### config.mk
export PLATFORM = sky130hd
export DESIGN_NAME = piece_sequencer
export DESIGN_NICKNAME = d
export VERILOG_FILES = /design/src/rtl/piece_sequencer.sv
export SDC_FILE = /design/constraint.sdc
export NUM_CORES = 1
export LEC_CHECK = 0
export CORE_AREA = 2 2 80 82
export DETAILED_ROUTE_END_ITERATION = 8
export DIE_AREA = 0 0 82 84
export GPL_TIMING_DRIVEN = 0
export PLACE_DENSITY = 0.68
export SLEW_MARGIN = 25
export SYNTH_ARGS = -nofsm -noshare
export SYNTH_HDL_FRONTEND = slang
export SYNTH_SLANG_ARGS = --single-unit
### constraint.sdc
create_clock -name frame_clk -period 2.8 [get_ports frame_clk]
set_input_delay 0.56 -clock frame_clk [delete_from_list [all_inputs] [get_ports frame_clk]]
set_output_delay 0.56 -clock frame_clk [all_outputs]
set_load 0.02 [all_outputs]
### src/rtl/piece_sequencer.sv
// Piece lifecycle sequencer: spawn, gravity, key auto-repeat, lock delay and game-over.
// Outputs registered one frame after sampled inputs; blocked or out-arbitrated key pulses drop, a late gravity tick waits.
module piece_sequencer #(
    parameter int GRAVITY_FRAMES = 30,
    parameter int LOCK_DELAY     = 15,
    parameter int KEY_REPEAT     = 8
) (
    input  logic frame_clk,
    input  logic Reset,
    input  logic key_left,
    input  logic key_right,
    input  logic key_down,
    input  logic key_rotate,
    input  logic leftEdge,
    input  logic rightEdge,
    input  logic bottomEdge,
    input  logic spawn_blocked,
    input  logic lock_done,
    output logic a_enable,
    output logic d_enable,
    output logic s_enable,
    output logic r_enable,
    output logic newShape,
    output logic lock_req,
    output logic game_over
);
    typedef enum logic [2:0] {SPAWN, FALL, LOCK_WAIT, LOCK, OVER} state_t;

    localparam logic [7:0] GRAV_LAST = 8'(GRAVITY_FRAMES - 1);
    localparam logic [7:0] LOCK_LAST = 8'(LOCK_DELAY - 1);
    localparam logic [7:0] REP_LAST  = 8'(KEY_REPEAT - 1);

    state_t     r_state, w_state_nxt;
    logic [7:0] r_grav_cnt, w_grav_nxt;
    logic [7:0] r_lock_cnt, w_lock_nxt;
    logic [7:0] r_rep_cnt [3];
    logic [7:0] w_rep_nxt [3];
    logic [3:0] r_key_prev;
    logic [3:0] w_keys;
    logic [3:0] w_rise;
    logic [2:0] w_fire;
    logic       w_lr_both, w_left_ok, w_right_ok, w_rot_ok, w_side_busy;
    logic       w_down_ok, w_grav_due, w_side_en;
    logic       r_a_en, r_d_en, r_s_en, r_r_en, r_new_shape, r_lock_req, r_game_over;
    logic       w_a_nxt, w_d_nxt, w_s_nxt, w_r_nxt, w_ns_nxt, w_lock_req_nxt, w_go_nxt;

    // Index 0..2 = left, right, down (repeating); index 3 = rotate (edge only).
    always_comb begin
        w_keys = {key_rotate, key_down, key_right, key_left};
        w_rise = w_keys & ~r_key_prev;
        for (int i = 0; i < 3; i++) begin
            w_fire[i]    = w_rise[i];
            w_rep_nxt[i] = '0;
            if (r_state != SPAWN && w_keys[i] && r_key_prev[i]) begin
                if (r_rep_cnt[i] == REP_LAST)
                    w_fire[i] = 1'b1;
                else
                    w_rep_nxt[i] = r_rep_cnt[i] + 8'd1;
            end
        end
    end

    assign w_lr_both   = key_left & key_right;
    assign w_left_ok   = w_fire[0] & ~leftEdge & ~w_lr_both;
    assign w_right_ok  = w_fire[1] & ~rightEdge & ~w_lr_both;
    assign w_rot_ok    = w_rise[3];
    assign w_side_busy = w_left_ok | w_right_ok | w_rot_ok;
    assign w_down_ok   = w_fire[2] & ~bottomEdge;
    assign w_grav_due  = (r_grav_cnt == GRAV_LAST) & ~bottomEdge;

    always_comb begin
        w_state_nxt    = r_state;
        w_grav_nxt     = r_grav_cnt;
        w_lock_nxt     = r_lock_cnt;
        w_side_en      = 1'b0;
        w_s_nxt        = 1'b0;
        w_ns_nxt       = 1'b0;
        w_lock_req_nxt = 1'b0;
        w_go_nxt       = 1'b0;
        case (r_state)
            SPAWN: begin
                w_grav_nxt = '0;
                w_lock_nxt = '0;
                if (spawn_blocked) begin
                    w_state_nxt = OVER;
                    w_go_nxt    = 1'b1;
                end else begin
                    w_state_nxt = FALL;
                    w_ns_nxt    = 1'b1;
                end
            end
            FALL: begin
                w_side_en = 1'b1;
                if (bottomEdge) begin
                    w_state_nxt = LOCK_WAIT;
                    w_lock_nxt  = '0;
                    w_grav_nxt  = '0;
                end else if (!w_side_busy && (w_down_ok || w_grav_due)) begin
                    w_s_nxt    = 1'b1;
                    w_grav_nxt = '0;
                end else if (r_grav_cnt != GRAV_LAST) begin
                    // A due tick that lost arbitration stays parked at the last count.
                    w_grav_nxt = r_grav_cnt + 8'd1;
                end
            end
            LOCK_WAIT: begin
                if (!bottomEdge) begin
                    w_side_en   = 1'b1;
                    w_state_nxt = FALL;
                    w_grav_nxt  = '0;
                end else if (r_lock_cnt == LOCK_LAST || w_rise[2]) begin
                    w_state_nxt    = LOCK;
                    w_lock_req_nxt = 1'b1;
                end else begin
                    w_side_en  = 1'b1;
                    w_lock_nxt = r_lock_cnt + 8'd1;
                end
            end
            LOCK: begin
                if (lock_done)
                    w_state_nxt = SPAWN;
                else
                    w_lock_req_nxt = 1'b1;
            end
            OVER:    w_go_nxt = 1'b1;
            default: w_state_nxt = SPAWN;
        endcase
        w_a_nxt = w_side_en & w_left_ok;
        w_d_nxt = w_side_en & w_right_ok & ~w_left_ok;
        w_r_nxt = w_side_en & w_rot_ok & ~w_left_ok & ~w_right_ok;
    end

    always_ff @(posedge frame_clk or posedge Reset) begin
        if (Reset) begin
            r_state     <= SPAWN;
            r_grav_cnt  <= '0;
            r_lock_cnt  <= '0;
            r_key_prev  <= '0;
            for (int i = 0; i < 3; i++) r_rep_cnt[i] <= '0;
            r_a_en      <= 1'b0;
            r_d_en      <= 1'b0;
            r_s_en      <= 1'b0;
            r_r_en      <= 1'b0;
            r_new_shape <= 1'b0;
            r_lock_req  <= 1'b0;
            r_game_over <= 1'b0;
        end else begin
            r_state     <= w_state_nxt;
            r_grav_cnt  <= w_grav_nxt;
            r_lock_cnt  <= w_lock_nxt;
            r_key_prev  <= w_keys;
            for (int i = 0; i < 3; i++) r_rep_cnt[i] <= w_rep_nxt[i];
            r_a_en      <= w_a_nxt;
            r_d_en      <= w_d_nxt;
            r_s_en      <= w_s_nxt;
            r_r_en      <= w_r_nxt;
            r_new_shape <= w_ns_nxt;
            r_lock_req  <= w_lock_req_nxt;
            r_game_over <= w_go_nxt;
        end
    end

    assign a_enable  = r_a_en;
    assign d_enable  = r_d_en;
    assign s_enable  = r_s_en;
    assign r_enable  = r_r_en;
    assign newShape  = r_new_shape;
    assign lock_req  = r_lock_req;
    assign game_over = r_game_over;
endmodule

# Word-level counts from Yosys, hierarchy flattened
# Cells that the tools add are included.
# Widths: inputs -> output; s select.
[classes]
n_addsub = 5
n_eq_ne = 17
muxes = 41
bitwise = 24
n_reduce_logical = 16
[ops]
columns = ["cell", "count"]
rows = [
  ["$mux 8", 13],
  ["$pmux 8 s3", 2],
  ["$add 8x1->8 const B", 5],
  ["$eq 8x3->1 const B", 3],
  ["$mux 1", 17],
  ["$mux 3", 5],
  ["$pmux 3 s5", 1],
  ["$and 1x1->1", 13],
  ["$ne 2x2->1 const B", 5],
  ["$eq 8x4->1 const B", 1],
  ["$eq 8x5->1 const B", 1],
  ["$ne 8x5->1 const B", 1],
  ["$reduce_and 4->1", 2],
  ["$logic_and 1x1->1", 7],
  ["$not 1->1", 7],
  ["$eq 3x2->1 const B", 2],
  ["$pmux 1 s2", 3],
  ["$reduce_bool 3->1", 2],
  ["$and 4x4->4", 1],
  ["$ne 4x4->1 const B", 1],
  ["$not 4->4", 1],
  ["$eq 3x1->1 const B", 1],
  ["$eq 3x3->1 const B", 1],
  ["$logic_not 3->1", 1],
  ["other kinds (5)", 7],
]
[word_totals]
ff_bits = 54
word_cells = 117

# Logic depth before layout (Yosys ltp)
# Gate-level depths: netlist of run 1.
[logic_depth]
word_depth = 13
depth_mapped = 10
depth_no_buf = 8

# Least setup slack after synthesis of run 1
# OpenSTA, ideal clock, no wires.
[synth_timing]
path_type = "reg2reg"
start = "reg r_grav_cnt[1]"
end = "reg r_grav_cnt[5]"
setup_ns = 0.121
t_arrival_ns = 2.012
required_time_ns = 2.679
slack_ns = 0.667
path_stages_with_launch = 11
n_path_buf = 2
cell_sequence = "dfrtp_1 inv_1 ha_1 nand4_1 or4_1 buf_2 a32oi_1 a31oi_1 buf_6 a21o_1 a22o_1"
[synth_via]
elab_chain_cells = 7
elab_cells_between_ends = 12
[synth_lines]
columns = ["element", "line", "text"]
rows = [
  ["from (decl)", "34", "logic [7:0] r_grav_cnt, w_grav_nxt;"],
  ["from (signal assigned)", "149", "r_grav_cnt <= w_grav_nxt;"],
  ["branches (longest 7 deep; another with $add 8x1->8)", "-", ""],
]
# Several ways; the timed one is not identified. The select of a mux whose other input is x is not followed.
# A chain may end at the register's enable or synchronous reset.

# Final worst setup path of run 1
# Ends and elaborated chain as after synthesis.

==> impl_metrics.prom, run 1 <==
# TYPE chip_impl_metric gauge
chip_impl_metric{name="floorplan.initialDensity",unit=""} 0.427
chip_impl_metric{name="detailed_place_hpwl",unit="um"} 3320
chip_impl_info{name="crit_type",value="flip-flop to flip-flop"} 1
chip_impl_metric{name="cts.repair.resized",unit=""} 0
chip_impl_metric{name="detail-route-antenna-nets",unit=""} 0
chip_impl_info{name="synth.most_common_cell",value="sky130_fd_sc_hd__dfrtp_1"} 1
chip_impl_info{name="ys_top_cells_by_area",value="sky130_fd_sc_hd__dfrtp_1, sky130_fd_sc_hd__nor2_1, sky130_fd_sc_hd__xor2_1, sky130_fd_sc_hd__nand3_1, sky130_fd_sc_hd__ha_1"} 1
chip_impl_metric{name="critical_path_required",unit="ps"} 3000
chip_impl_info{name="timing.critical_path.cells",value="inv_1 > ha_1 > nand4_1 > or4_1 > buf_2 > a32oi_1 > a31oi_1 > buf_6 > a21o_1 > a22o_1"} 1
chip_impl_metric{name="comb_power_share",unit=""} 0.272
chip_impl_metric{name="total_wire_length_after_detailed_routing",unit="um"} 4620
chip_impl_metric{name="synth_enable_flop_cells",unit=""} 0
chip_impl_info{name="post-synth-top-area-cell",value="sky130_fd_sc_hd__dfrtp_1"} 1
chip_impl_metric{name="die-area",unit="um2"} 6890
chip_impl_metric{name="slew_violations",unit=""} 0
chip_impl_metric{name="max-cap-violations",unit=""} 0
chip_impl_metric{name="std_cell_rows",unit=""} 29
chip_impl_metric{name="fillers",unit=""} 572
chip_impl_metric{name="detail_route.iter0.violations",unit=""} 93
chip_impl_info{name="post_synth_most_frequent_cells",value="sky130_fd_sc_hd__dfrtp_1, sky130_fd_sc_hd__nor2_1, sky130_fd_sc_hd__nand3_1"} 1
chip_impl_metric{name="first_pass_iters",unit=""} 4
chip_impl_metric{name="grt_start_max_net_pins",unit=""} 55
chip_impl_metric{name="multi_input_comb_area",unit="um2"} 1180
chip_impl_metric{name="placement.io_buffers",unit=""} 17
chip_impl_metric{name="p_int",unit="mW"} 1.23
chip_impl_metric{name="max-vdd-ir-drop",unit="mV"} 0.290
chip_impl_metric{name="syn_nets",unit=""} 279
chip_impl_metric{name="pre_cts_slack",unit="ps"} 121
chip_impl_info{name="tritoncts_clock_tree",value="done"} 1
chip_impl_metric{name="f_max",unit="MHz"} 429
chip_impl_info{name="run_status",value="complete, no violations"} 1
chip_impl_metric{name="post_cts_hold_buffer_count",unit=""} 0
chip_impl_metric{name="power_frac_seq",unit=""} 0.485
chip_impl_metric{name="detail_route.wl_per_cell",unit="um"} 12.7
chip_impl_info{name="maxUsedRoutingLayer",value="met4"} 1
chip_impl_metric{name="worst-path-max-fanout",unit=""} 10
chip_impl_metric{name="setup_viol_count_final",unit=""} 0
chip_impl_metric{name="timing_worst_slew_pin_value",unit="ps"} 742
chip_impl_metric{name="viasPerCell",unit=""} 5.24
chip_impl_metric{name="wl_met3",unit="um"} 139
chip_impl_metric{name="cp.arrival",unit="ps"} 2540
chip_impl_metric{name="cells_after_synthesis",unit=""} 261
chip_impl_metric{name="fin_ws",unit="ps"} 469
chip_impl_info{name="cp-end-kind",value="flip-flop"} 1
chip_impl_metric{name="post_synthesis_to_final_layout_area_growth",unit="%"} 13.9
chip_impl_metric{name="final.period_utilization",unit=""} 0.833
chip_impl_metric{name="gp_congestion",unit=""} 0.848
chip_impl_metric{name="cts.path.max_buffers",unit=""} 2
chip_impl_info{name="regToRegEndpoint",value="r_grav_cnt[5]"} 1
chip_impl_metric{name="power_density",unit="nW/um2"} 625
chip_impl_metric{name="yosysSeqAreaShare",unit=""} 0.519
chip_impl_metric{name="grt_remaining_overflow",unit=""} 0
chip_impl_info{name="cts_root_buffer",value="sky130_fd_sc_hd__clkbuf_8"} 1
chip_impl_metric{name="period_minus_slack",unit="ps"} 2330
chip_impl_metric{name="power_leakage",unit="nW"} 1.29
chip_impl_metric{name="htreeDepth",unit=""} 2
chip_impl_metric{name="synthesis.area_per_instance",unit="um2"} 9.98
chip_impl_metric{name="global_route_total_usage_across_every_layer",unit=""} 0.149
chip_impl_info{name="critical-path-slowest-cell",value="sky130_fd_sc_hd__dfrtp_1"} 1
chip_impl_metric{name="clock_pin_slew_on_the_worst_setup_and_hold_paths",unit="ps"} 100
chip_impl_metric{name="setup.reg_to_reg.worst_slack",unit="ps"} 470
chip_impl_metric{name="worst_hold_path_stage_count",unit=""} 1
chip_impl_metric{name="chipWidth",unit="um"} 82
chip_impl_metric{name="synth.yosys.warnings",unit=""} 0
chip_impl_info{name="rsz_0062_raised_after_global_routing",value="false"} 1
chip_impl_metric{name="number_of_buffers_added_by_the_clock_tree_synthesis_step",unit=""} 5
chip_impl_metric{name="switching_share",unit=""} 0.340
chip_impl_metric{name="wire_length_of_the_first_global_routing_pass",unit="um"} 8210
chip_impl_metric{name="routedLengthMet1",unit="um"} 2310
chip_impl_metric{name="insertion_delay",unit="ps"} 310
chip_impl_metric{name="clock_tree_sinks",unit=""} 54
chip_impl_metric{name="asyncSetResetFlopFracSynth",unit=""} 1.00
chip_impl_info{name="synthFlopType",value="sky130_fd_sc_hd__dfrtp_1"} 1
chip_impl_metric{name="first_global_vias",unit=""} 1795
chip_impl_metric{name="clkPwrFrac",unit=""} 0.243
chip_impl_metric{name="drc",unit=""} 0
chip_impl_metric{name="wl_met2",unit="um"} 2140
chip_impl_info{name="hold_path_startpoint",value="r_key_prev[3]"} 1
chip_impl_info{name="reg2reg_from",value="r_grav_cnt[1]"} 1
chip_impl_metric{name="timing.critical_path.buf_inv",unit=""} 3
chip_impl_metric{name="core-area",unit="um2"} 6100
chip_impl_metric{name="skew",unit="ps"} 8.14
chip_impl_metric{name="io_pins",unit=""} 18
chip_impl_metric{name="hold_ws",unit="ps"} 439
chip_impl_metric{name="max_stage_delay",unit="ps"} 410
chip_impl_metric{name="slew_headroom",unit=""} 0.493
chip_impl_metric{name="worstRegToRegCells",unit=""} 10
chip_impl_metric{name="synthDistinctLibCells",unit=""} 46
chip_impl_metric{name="via_count",unit=""} 1903
chip_impl_metric{name="fin_nets",unit=""} 303
chip_impl_metric{name="net_switching_power_figure",unit="mW"} 0.630
chip_impl_metric{name="post-cts-setup-buffers",unit=""} 0
chip_impl_info{name="crit_path_launch_type",value="flip-flop"} 1
chip_impl_info{name="timing.hold.worst.class",value="flip-flop to flip-flop"} 1
chip_impl_metric{name="area.sequential",unit="um2"} 1350
chip_impl_metric{name="share_of_layout_cells_above_drive_strength_1",unit=""} 0.0664
chip_impl_metric{name="num_antenna_cells",unit=""} 0
chip_impl_metric{name="die-height",unit="um"} 84
chip_impl_info{name="cpLargestDelayFamily",value="compound AO/OA/AOI/OAI gates"} 1
chip_impl_metric{name="syn-cell-area",unit="um2"} 2600
chip_impl_metric{name="yosys_register_bits",unit=""} 54
chip_impl_metric{name="netlist.area_leader.share",unit=""} 0.519
chip_impl_info{name="min_delay_worst_endpoint",value="r_enable"} 1
chip_impl_metric{name="antenna_found_initial",unit=""} 0
chip_impl_metric{name="hold_viol_final",unit=""} 0
## metrics by stage
step                      setup TNS (ps)  instance area, um2   util  power (mW)  cells
after floorplan                        0                2610      -        1.27    261
after global placement             -5950                2870  0.471        1.41    355
after detailed placement               0                2870  0.471        1.42    355
after CTS                              0                2970  0.487        1.88    363
after global routing                   0                2970  0.487        1.98    363
final                                  0                2970  0.487        1.86    363
## sequential cells by signal, summed over array words and instances, names as in the netlist
register and count:
game_over 1, r_key_prev 4, r_enable 1, a_enable 1
r_state 3, lock_req 1, r_rep_cnt 24, d_enable 1
r_grav_cnt 8, newShape 1, s_enable 1, r_lock_cnt 8
## cells by family after synthesis
group           after synthesis  share of synthesized area
compound gates               34                     0.0946
xor+xnor                     22                     0.0740
fa+ha+maj                     7                     0.0336
buf+inv                      17                     0.0283
flops                        54                      0.519
mux                           3                     0.0125
simple gates                124                      0.238
## metal layers
layer	GRT usage	up-vias
met5	0	-
met3	0.0335	6
li1	-	961
met4	0.0333	0
met2	0.231	25
met1	0.214	911
## worst register-to-register path, cell delays in order, from the launching register on
cell and delay, ps:
sky130_fd_sc_hd__dfrtp_1 410, sky130_fd_sc_hd__inv_1 80, sky130_fd_sc_hd__ha_1 140, sky130_fd_sc_hd__nand4_1 80, sky130_fd_sc_hd__or4_1 400, sky130_fd_sc_hd__buf_2 170, sky130_fd_sc_hd__a32oi_1 230, sky130_fd_sc_hd__a31oi_1 180
sky130_fd_sc_hd__buf_6 180, sky130_fd_sc_hd__a21o_1 150, sky130_fd_sc_hd__a22o_1 220
## layout by cell type (no fill, tap or decap), types with 2 or more instances in the layout
master and n:
sky130_fd_sc_hd__a31oi_1 2, sky130_fd_sc_hd__inv_1 9, sky130_fd_sc_hd__o31ai_1 3, sky130_fd_sc_hd__a22o_1 3, sky130_fd_sc_hd__nand4_1 4, sky130_fd_sc_hd__or3_1 3
sky130_fd_sc_hd__nor2_1 43, sky130_fd_sc_hd__xor2_1 15, sky130_fd_sc_hd__nand4b_1 2, sky130_fd_sc_hd__clkbuf_8 5, sky130_fd_sc_hd__dfrtp_1 54, sky130_fd_sc_hd__a21oi_1 10
sky130_fd_sc_hd__nand3_1 20, sky130_fd_sc_hd__buf_2 2, sky130_fd_sc_hd__nor2b_1 2, sky130_fd_sc_hd__nand2b_1 7, sky130_fd_sc_hd__nor3b_1 3, sky130_fd_sc_hd__and4_1 2
sky130_fd_sc_hd__o21ai_0 3, sky130_fd_sc_hd__clkbuf_1 4, sky130_fd_sc_hd__nor3_1 4, sky130_fd_sc_hd__xnor2_1 7, sky130_fd_sc_hd__mux2_2 2, sky130_fd_sc_hd__nand2_1 19
sky130_fd_sc_hd__ha_1 7, sky130_fd_sc_hd__a21o_1 3, sky130_fd_sc_hd__clkdlybuf4s50_1 17, sky130_fd_sc_hd__and3_1 6, sky130_fd_sc_hd__nor4_1 2
## final cells by class
class                   instances  area share
flip-flops and latches         54       0.455
multi-input cells             190       0.398
repair buffers                 17      0.0573
well taps                      77      0.0325
clock buffers                   5      0.0232
inverters                      10      0.0135
plain buffers                   7      0.0122
clock inverters                 3     0.00843
## how the worst max path moves through the flow
stage,from,end,slack [ps],depth (start not counted)
3_5_place_dp,key_down,r_lock_cnt[5],120,7
2_1_floorplan,r_grav_cnt[1],r_grav_cnt[5],670,10
6_report,r_grav_cnt[1],r_grav_cnt[5],470,10
4_1_cts,key_down,r_lock_cnt[5],470,7
5_1_grt,r_rep_cnt[0],r_grav_cnt[1],280,8
3_3_place_gp,Reset,r_grav_cnt[4],-110,2
## power groups by stage
stage | Clock [mW] | Sequential [mW] | Combinational (mW)
global placement | 0 | 0.914 | 0.499
finish | 0.451 | 0.900 | 0.505
global route | 0.501 | 0.909 | 0.570
CTS | 0.471 | 0.900 | 0.507
floorplan | 0 | 0.926 | 0.346
detailed placement | 0 | 0.915 | 0.505
No activity file was read; power rests on OpenSTA's default activity.
==> run 2: changes to the inputs <==
--- a/config.mk
+++ b/config.mk
@@ -9,7 +9,7 @@
 export DETAILED_ROUTE_END_ITERATION = 8
 export DIE_AREA = 0 0 82 84
 export GPL_TIMING_DRIVEN = 0
-export PLACE_DENSITY = 0.68
+export PLACE_DENSITY = 0.7
 export SLEW_MARGIN = 25
 export SYNTH_ARGS = -nofsm -noshare
 export SYNTH_HDL_FRONTEND = slang
==> constraint.sdc (replaced) <==
create_clock -name frame_clk -period 1.9 [get_ports frame_clk]
set_input_delay 0.38 -clock frame_clk [delete_from_list [all_inputs] [get_ports frame_clk]]
set_output_delay 0.38 -clock frame_clk [all_outputs]
set_load 0.02 [all_outputs]
==> impl_metrics.prom, run 2 (same netlist as run 1, synthesis figures left out) <==
# TYPE chip_impl_metric gauge
chip_impl_metric{name="f_max",unit="MHz"} 451
chip_impl_metric{name="setup_viol_count_final",unit=""} 19
chip_impl_info{name="hold_path_startpoint",value="r_key_prev[3]"} 1
chip_impl_info{name="min_delay_worst_endpoint",value="r_enable"} 1
chip_impl_metric{name="fillers",unit=""} 528
chip_impl_metric{name="clock_pin_slew_on_the_worst_setup_and_hold_paths",unit="ps"} 100
chip_impl_metric{name="share_of_layout_cells_above_drive_strength_1",unit=""} 0.190
chip_impl_metric{name="placement.io_buffers",unit=""} 17
chip_impl_metric{name="gp_congestion",unit=""} 0.750
chip_impl_metric{name="timing_worst_slew_pin_value",unit="ps"} 750
chip_impl_metric{name="power_leakage",unit="nW"} 1.37
chip_impl_metric{name="floorplan.initialDensity",unit=""} 0.427
chip_impl_metric{name="slew_violations",unit=""} 0
chip_impl_metric{name="max-cap-violations",unit=""} 0
chip_impl_metric{name="viasPerCell",unit=""} 5.24
chip_impl_info{name="reg2reg_from",value="r_grav_cnt[1]"} 1
chip_impl_info{name="regToRegEndpoint",value="r_grav_cnt[5]"} 1
chip_impl_metric{name="post_synthesis_to_final_layout_area_growth",unit="%"} 24.7
chip_impl_metric{name="detail-route-antenna-nets",unit=""} 0
chip_impl_metric{name="switching_share",unit=""} 0.344
chip_impl_metric{name="hold_ws",unit="ps"} 449
chip_impl_metric{name="cp.arrival",unit="ps"} 2420
chip_impl_metric{name="antenna_found_initial",unit=""} 0
chip_impl_info{name="violated_checks",value="setup timing"} 1
chip_impl_metric{name="power_frac_seq",unit=""} 0.456
chip_impl_metric{name="detailed_place_hpwl",unit="um"} 3260
chip_impl_metric{name="wire_length_of_the_first_global_routing_pass",unit="um"} 8240
chip_impl_metric{name="comb_power_share",unit=""} 0.327
chip_impl_info{name="top_library_cells_by_usage_in_the_layout_fill_and_taps_aside",value="sky130_fd_sc_hd__dfrtp_1, sky130_fd_sc_hd__nor2_1, sky130_fd_sc_hd__nand3_1"} 1
chip_impl_metric{name="clkPwrFrac",unit=""} 0.216
chip_impl_info{name="rsz_0062_raised_after_global_routing",value="true"} 1
chip_impl_metric{name="first_global_vias",unit=""} 1826
chip_impl_metric{name="grt_remaining_overflow",unit=""} 0
chip_impl_info{name="crit_path_launch_type",value="flip-flop"} 1
chip_impl_info{name="final_common_cell",value="sky130_fd_sc_hd__dfrtp_1"} 1
chip_impl_metric{name="power_density",unit="nW/um2"} 905
chip_impl_metric{name="max-vdd-ir-drop",unit="mV"} 0.469
chip_impl_info{name="run_status",value="complete, but fails checks"} 1
chip_impl_metric{name="grt_start_max_net_pins",unit=""} 55
chip_impl_metric{name="total_wire_length_after_detailed_routing",unit="um"} 4960
chip_impl_info{name="reg_top3",value="r_rep_cnt (24), r_grav_cnt (8), r_lock_cnt (8)"} 1
chip_impl_metric{name="largest_register_ff_count",unit=""} 24
chip_impl_metric{name="num_antenna_cells",unit=""} 0
chip_impl_metric{name="hold_viol_final",unit=""} 0
chip_impl_metric{name="detail_route.iter0.violations",unit=""} 96
chip_impl_metric{name="fin_nets",unit=""} 312
chip_impl_metric{name="die-height",unit="um"} 84
chip_impl_metric{name="placed_cell_area",unit="um2"} 2890
chip_impl_metric{name="final.period_utilization",unit=""} 1.17
chip_impl_metric{name="critical_path_required",unit="ps"} 2110
chip_impl_metric{name="p_int",unit="mW"} 1.93
chip_impl_metric{name="cts.path.max_buffers",unit=""} 2
chip_impl_metric{name="chipWidth",unit="um"} 82
chip_impl_metric{name="std_cell_rows",unit=""} 29
chip_impl_metric{name="detail_route.wl_per_cell",unit="um"} 13.3
chip_impl_metric{name="die-area",unit="um2"} 6890
chip_impl_metric{name="insertion_delay",unit="ps"} 310
chip_impl_info{name="register_with_the_highest_flop_count",value="r_rep_cnt"} 1
chip_impl_metric{name="skew",unit="ps"} 8.99
chip_impl_metric{name="worst_hold_path_stage_count",unit=""} 1
chip_impl_metric{name="power",unit="mW"} 2.94
chip_impl_metric{name="place.detailed.instances",unit=""} 355
chip_impl_metric{name="finalInstanceArea",unit="um2"} 3250
chip_impl_metric{name="fin_ws",unit="ps"} -320
chip_impl_metric{name="global_route_total_usage_across_every_layer",unit=""} 0.153
chip_impl_metric{name="number_of_buffers_added_by_the_clock_tree_synthesis_step",unit=""} 5
chip_impl_metric{name="drc",unit=""} 0
chip_impl_info{name="crit_type",value="flip-flop to flip-flop"} 1
chip_impl_metric{name="layout.cells.non_filler",unit=""} 372
chip_impl_metric{name="htreeDepth",unit=""} 2
chip_impl_metric{name="net_switching_power_figure",unit="mW"} 1.01
chip_impl_metric{name="first_pass_iters",unit=""} 5
chip_impl_metric{name="slew_headroom",unit=""} 0.496
chip_impl_metric{name="core-area",unit="um2"} 6100
chip_impl_info{name="tritoncts_clock_tree",value="done"} 1
chip_impl_metric{name="worst-path-max-fanout",unit=""} 4
chip_impl_metric{name="clock_tree_sinks",unit=""} 54
chip_impl_metric{name="period_minus_slack",unit="ps"} 2220
chip_impl_metric{name="io_pins",unit=""} 18
chip_impl_info{name="cts_root_buffer",value="sky130_fd_sc_hd__clkbuf_8"} 1
chip_impl_metric{name="setup.reg_to_reg.worst_slack",unit="ps"} -320
chip_impl_metric{name="via_count",unit=""} 1949
chip_impl_info{name="timing.hold.worst.class",value="flip-flop to flip-flop"} 1
chip_impl_metric{name="worstRegToRegCells",unit=""} 9
chip_impl_info{name="cp-end-kind",value="flip-flop"} 1
run 2: changes by cell type in the layout (fill, tap and decap cells not counted), sizes merged:
cell      previous run  this run
buf                  3        13
clkinv               1         2
clkinvlp             1         0
inv                 11        10
run 2: timing repair:
item,4_1_cts,5_1_grt
setup buffers,9,2
setup endpoints to repair,21,21
resized for setup,19,21
pin swaps,15,15
hold buffers,0,0
run 2: metal layers:
| layer | track usage | share of wire |
|---|---|---|
| met1 | 0.205 | 0.47 |
| met2 | 0.243 | 0.49 |
| met3 | 0.0357 | 0.025 |
| met4 | 0.0455 | 0.014 |
| met5 | 0 | 0 |
run 2: worst max-delay path: stages, from the launching register on:
cell	delay, ps
sky130_fd_sc_hd__dfrtp_1	410
sky130_fd_sc_hd__inv_2	80
sky130_fd_sc_hd__ha_4	120
sky130_fd_sc_hd__nand4_1	90
sky130_fd_sc_hd__or4_4	480
sky130_fd_sc_hd__a32oi_4	290
sky130_fd_sc_hd__a31oi_4	130
sky130_fd_sc_hd__buf_6	150
sky130_fd_sc_hd__a21o_1	150
sky130_fd_sc_hd__a22o_1	220
run 2: cell type report:
cell class / instances / area (um2) / share of cell area
Buffer: 5 / 27.5 / 0.00847
Clock buffer: 6 / 72.6 / 0.0223
Clock inverter: 2 / 13.8 / 0.00424
Inverter: 10 / 40.0 / 0.0123
Multi-Input combinational cell: 190 / 1370 / 0.423
Sequential cell: 54 / 1350 / 0.416
Tap cell: 77 / 96.3 / 0.0297
Timing Repair Buffer: 28 / 273 / 0.0840
run 2: worst max-delay path by stage:
stage / from / to / depth (start not counted)
floorplan: r_grav_cnt[1] / r_grav_cnt[5] / 10
global placement: Reset / r_grav_cnt[0] / 2
detailed placement: key_right / r_grav_cnt[0] / 8
CTS: r_grav_cnt[1] / r_grav_cnt[5] / 10
global route: r_grav_cnt[1] / r_grav_cnt[5] / 9
finish: r_grav_cnt[1] / r_grav_cnt[5] / 9
run 2: per-stage QoR:
step                utilization  setup TNS [ps]  setup WS [ps]
floorplan                     -            -928           -230
global placement          0.474          -47850           -800
detailed placement        0.475           -5080           -465
CTS                       0.517           -2910           -352
global route              0.533           -4390           -399
finish                    0.533           -2700           -320
run 2: power groups by stage:
| stage | logic (mW) | clock network [mW] | registers, mW |
|---|---|---|---|
| 2_1_floorplan | 0.516 | 0 | 1.37 |
| 3_3_place_gp | 0.735 | 0 | 1.35 |
| 3_5_place_dp | 0.747 | 0 | 1.35 |
| 4_1_cts | 0.874 | 0.654 | 1.33 |
| 5_1_grt | 1.06 | 0.701 | 1.35 |
| 6_report | 0.962 | 0.635 | 1.34 |
